[config.mk]
export PLATFORM = sky130hd
export DESIGN_NAME = grant_burst_ctrl
export DESIGN_NICKNAME = d
export VERILOG_FILES = /design/src/rtl/grant_burst_pkg.sv /design/src/rtl/grant_burst_ctrl_onehot_enc.sv /design/src/rtl/grant_burst_ctrl.sv
export SDC_FILE = /design/constraint.sdc
export NUM_CORES = 1
export LEC_CHECK = 0
export ABC_AREA = 1
export BUFFER_PORTS_ARGS = -buffer_cell sky130_fd_sc_hd__buf_2
export CAP_MARGIN = 40
export CORE_MARGIN = 1
export CORE_UTILIZATION = 36
export DETAILED_ROUTE_END_ITERATION = 6
export HOLD_SLACK_MARGIN = 0.1
export PLACE_DENSITY_LB_ADDON = 0.15
export SKIP_CTS_REPAIR_TIMING = 1
export SYNTH_ARGS = -nofsm -noshare
export SYNTH_HDL_FRONTEND = slang
export SYNTH_SLANG_ARGS = --single-unit
[constraint.sdc]
create_clock -name clk -period 3.76 [get_ports clk]
set_input_delay 0.564 -clock clk [delete_from_list [all_inputs] [get_ports clk]]
set_output_delay 0.564 -clock clk [all_outputs]
set_load 0.03 [all_outputs]
[src/rtl/grant_burst_pkg.sv]
// Shared types and helpers for the grant-driven burst controller.
package grant_burst_pkg;

  // Default geometry; the top module recomputes these from its own parameters.
  localparam int N_DEF      = 4;
  localparam int MAXLEN_DEF = 8;
  localparam int IW         = (N_DEF > 1) ? $clog2(N_DEF) : 1;
  localparam int LW         = $clog2(MAXLEN_DEF + 1);

  typedef enum logic [1:0] {
    IDLE = 2'd0,
    XFER = 2'd1,
    DONE = 2'd2,
    GAP  = 2'd3
  } state_t;

  // True when exactly one bit is set; narrower vectors are zero-extended by the caller.
  function automatic logic is_onehot(input logic [31:0] vec);
    return (vec != 32'd0) && ((vec & (vec - 32'd1)) == 32'd0);
  endfunction

endpackage

[src/rtl/grant_burst_ctrl_onehot_enc.sv]
// One-hot to binary encoder that also classifies the input as a clean one-hot
// grant or as a corrupt multi-bit grant.
module onehot_enc #(
  parameter int N  = 4,
  parameter int IW = (N > 1) ? $clog2(N) : 1
) (
  input  logic [N-1:0]  vec,
  output logic [IW-1:0] idx,
  output logic          valid,
  output logic          err
);

  import grant_burst_pkg::*;

  int unsigned ones;

  // OR together the indices of set bits and count them; the index is only meaningful when exactly one bit is set.
  always_comb begin
    idx  = '0;
    ones = 0;
    for (int i = 0; i < N; i++) begin
      if (vec[i]) begin
        idx  = idx | IW'(i);
        ones = ones + 1;
      end
    end
    valid = is_onehot(32'(vec));
    err   = (ones > 1);
  end

endmodule

[src/rtl/grant_burst_ctrl.sv]
// Consumes a registered one-hot arbiter grant, latches the winner as owner and
// streams its burst onto a shared valid/ready channel, then signals completion.
module grant_burst_ctrl #(
  parameter int N      = 4,
  parameter int DW     = 8,
  parameter int MAXLEN = 8,
  parameter int IW     = (N > 1) ? $clog2(N) : 1,
  parameter int LW     = $clog2(MAXLEN + 1)
) (
  input  logic            clk,
  input  logic            rst,
  input  logic [N-1:0]    gnt,
  input  logic [N*LW-1:0] req_len,
  input  logic [N*DW-1:0] req_data,
  output logic            out_valid,
  input  logic            out_ready,
  output logic [DW-1:0]   out_data,
  output logic [IW-1:0]   out_id,
  output logic            out_last,
  output logic [N-1:0]    beat_ack,
  output logic [N-1:0]    done,
  output logic            busy,
  output logic            gnt_err
);

  import grant_burst_pkg::*;

  localparam logic [LW-1:0] MAX_CNT = LW'(MAXLEN);

  state_t        state;
  logic [IW-1:0] owner;
  logic [LW-1:0] cnt;

  logic [IW-1:0] enc_idx;
  logic          enc_valid;
  logic          enc_err;
  logic [LW-1:0] lane_len;
  logic [LW-1:0] clamped_len;
  logic          beat;

  onehot_enc #(.N(N), .IW(IW)) u_enc (
    .vec   (gnt),
    .idx   (enc_idx),
    .valid (enc_valid),
    .err   (enc_err)
  );

  // Pick the granted requester's length lane and clamp it to the longest burst we support.
  always_comb begin
    lane_len    = req_len[enc_idx*LW +: LW];
    clamped_len = (lane_len > MAX_CNT) ? MAX_CNT : lane_len;
  end

  assign beat = (state == XFER) && out_ready;

  // Main FSM with owner and remaining-beat counter; a stale grant is soaked up by the GAP cycle.
  always_ff @(posedge clk) begin
    if (!rst) begin
      state <= IDLE;
      owner <= '0;
      cnt   <= '0;
    end else begin
      case (state)
        IDLE: begin
          if (enc_valid) begin
            owner <= enc_idx;
            cnt   <= clamped_len;
            state <= (clamped_len != '0) ? XFER : DONE;
          end
        end
        XFER: begin
          if (beat && (cnt != '0)) begin
            cnt <= cnt - LW'(1);
            if (cnt == LW'(1)) begin
              state <= DONE;
            end
          end
        end
        DONE:    state <= GAP;
        GAP:     state <= IDLE;
        default: state <= IDLE;
      endcase
    end
  end

  // Output decode is purely a function of state and owner, except the beat handshake and data lane mux.
  always_comb begin
    out_valid = (state == XFER);
    out_id    = owner;
    out_last  = (state == XFER) && (cnt == LW'(1));
    out_data  = req_data[owner*DW +: DW];
    beat_ack  = '0;
    done      = '0;
    if (beat) begin
      beat_ack[owner] = 1'b1;
    end
    if (state == DONE) begin
      done[owner] = 1'b1;
    end
    busy    = (state != IDLE);
    gnt_err = (state == IDLE) && enc_err;
  end

endmodule

==> metrics.cfg <==
[power]
p_comb_share_pct = 73.8
clkPwrFrac_pct = 8.2
max-vdd-ir-drop_mv = 0.156
p_leak_nw = 0.902
power_density_nw_per_um2 = 544
switching_share_pct = 57.9
p_sw_uw = 481
power_frac_seq_pct = 18.0
intPower_uw = 350

[drt]
avgViaCountPerCell = 4.80
totalWireLength_mm = 3.03
drtPass1Iterations = 6
drc = 2
num_vias = 1465
drt_iter0_drc = 59
antenna_left = 0
routedWlPerCell_um = 9.93

[setup_path]
slowest_delay_ps = 580
cp_cell_sequence = clkinv_1 -> nor2_2 -> a22oi_1 -> nand3_1 -> buf_2
startpoint_type = register
rr_worst_depth = 8
cp_max_fo = 13
cp_num_buf_inv = 2
worstSetupPathType = register to output port
slowest_stage = dfxtp_1
arrival_ps = 2020
critPathRequiredTime_ps = 3200
critPathTopFamily = buffers and inverters
r2r-end = cnt[2]
worstSetupEndpointType = output port
timing.rr.start = state[1]
rrSetupSlack_ps = 2180

[grt]
antenna_found_initial = 0
grt_overflow_total = 0
track_usage_pct = 19.3
grt_max_degree = 23
grt_first_pass_wirelength_mm = 5.24
grt_pass1_vias = 1253

[hold_path]
hold_path.class = register to register
hold_depth = 4
worst_hold_startpoint = cnt[3]
holdPathEnd = cnt[3]

[die]
io-pin-count = 77
die_y_um = 57.2
initial_core_util_pct = 38.8
core_um2 = 2830
die_x_um = 57.2
rows = 19
dieArea_um2 = 3270

[yosys]
avgSynthCellArea_um2 = 5.54
synth_cell_types = 22
synth_seq_area_share_pct = 14.6
syn_area_um2 = 1100
yosysWarnings = 0
ys_seq_elements = 8
syn-num-nets = 263
syn_inst = 198

[timing]
period_share_pct = 68.6
fmax_mhz = 387
skew_ps = 3.37
setup_viol = 0
finalCriticalPeriod_ps = 2580
finalHoldViolCount = 0
final_max_slew_viol_count = 0
fin_ws_ps = 1180
tightest_slew_ps = 689
rsz0062_at_grt = false
slew_headroom_pct = 54.0
finalSetupTns_ps = 0

[clock_tree]
clkTransAtPathRegs_ps = 60
clock-sinks = 8
cts_buffer_depth = 2
numCtsBuffers = 3
root_buffer = clkbuf_4
htreeDepth = 1
tritoncts = done
clkLatencyLatePin_ps = 250

[cells_and_area]
n_fill_cell = 304
antennaDiodeCount = 0
nets = 341
syn_to_final_growth_pct = 39.1
final_layout_size_suffix_gt1_share_pct = 31.8
mostFrequentLayoutCells = buf_2 (76), nand2_1 (54), nand3_1 (34), inv_1 (27), nor2_1 (23)
final_common_cell = buf_2
post-route-util_pct = 54.0
seq_area_um2 = 160
multiInputGateArea_um2 = 820

[placement]
place_congestion = 0.837
dp_hpwl_mm = 2.50
dp_slack_ps = 1280
numPortBuffers = 76

[flow_run]
maxCapViolations = 0

[outcome]
status = finished, violations left
violations = DRC

-- Yosys cell counts, drive strengths merged --
cell | instances | area (um^2)
o21ai | 5 | 25.0
a22oi | 7 | 52.6
nand4 | 1 | 6.26
clkinv | 1 | 3.75
a31oi | 2 | 12.5
dfxtp | 8 | 160
nor2 | 27 | 111
buf | 2 | 8.75
nor3 | 1 | 5.00
nand3 | 35 | 180
xor2 | 1 | 8.76
clkbuf | 1 | 3.75
a21oi | 11 | 55.1
ha | 10 | 125
nand2 | 57 | 221
inv | 27 | 101
o31ai | 1 | 7.51
xnor2 | 1 | 8.76
-- worst reg2reg max path, delay by kind of cell (launching register included) --
| family | cells | cell delay, ps |
|---|---|---|
| flops | 1 | 310 |
| simple gates | 3 | 260 |
| buf+inv | 2 | 250 |
| compound gates | 2 | 340 |
| fa+ha+maj | 1 | 340 |
-- metrics by stage --
step	cells	hold slack (ps)	power (mW)	cell area [um^2]
floorplan	198	508	0.609	1100
global placement	302	533	0.762	1500
detailed placement	302	532	0.766	1500
CTS	305	545	0.836	1530
global route	305	604	0.914	1530
finish	305	546	0.830	1530
-- area by class of cell --
class | count | share of cell area, %
Timing Repair Buffer | 76 | 24.9
Multi-Input combinational cell | 159 | 53.7
Clock buffer | 3 | 1.48
Inverter | 28 | 6.89
Sequential cell | 8 | 10.5
Tap cell | 31 | 2.54
-- registers in the layout, summed over array words and instances (netlist names) --
register	cells
out_id	2
state	2
cnt	4
-- cells by family (layout without fill, tap and decap cells) --
group	after synthesis	after routing	share of synthesized area, %
compound gates	26	26	13.9
xor+xnor	2	2	1.60
fa+ha+maj	10	10	11.4
buf+inv	31	107	10.7
flops	8	8	14.6
simple gates	121	121	47.8
-- worst max-delay path by stage --
stage	slack [ps]	end	depth (start not counted)	startpoint
after floorplan	1260	gnt_err	6	gnt[1]
after global placement	1300	gnt_err	8	gnt[1]
after detailed placement	1280	gnt_err	8	gnt[1]
after CTS	1150	out_data[6]	5	out_id[0]
after global routing	940	out_data[5]	5	out_id[0]
final	1180	out_data[6]	5	out_id[0]
-- routing by layer --
layer	GRT usage [%]	vias to the layer above	part of all wire [%]
li1	-	797	-
met1	26.8	620	47
met2	32.6	46	48
met3	1.59	2	5.0
met4	4.53	0	0.26
met5	0	-	0
-- power by group through the flow --
stage | clock, mW | sequential [mW] | combinational [mW]
after global routing | 0.0751 | 0.156 | 0.682
after detailed placement | 0 | 0.151 | 0.615
after CTS | 0.0700 | 0.150 | 0.617
after global placement | 0 | 0.151 | 0.611
final | 0.0678 | 0.150 | 0.613
after floorplan | 0 | 0.141 | 0.468
Note: power is estimated with default switching activity, not from simulation.
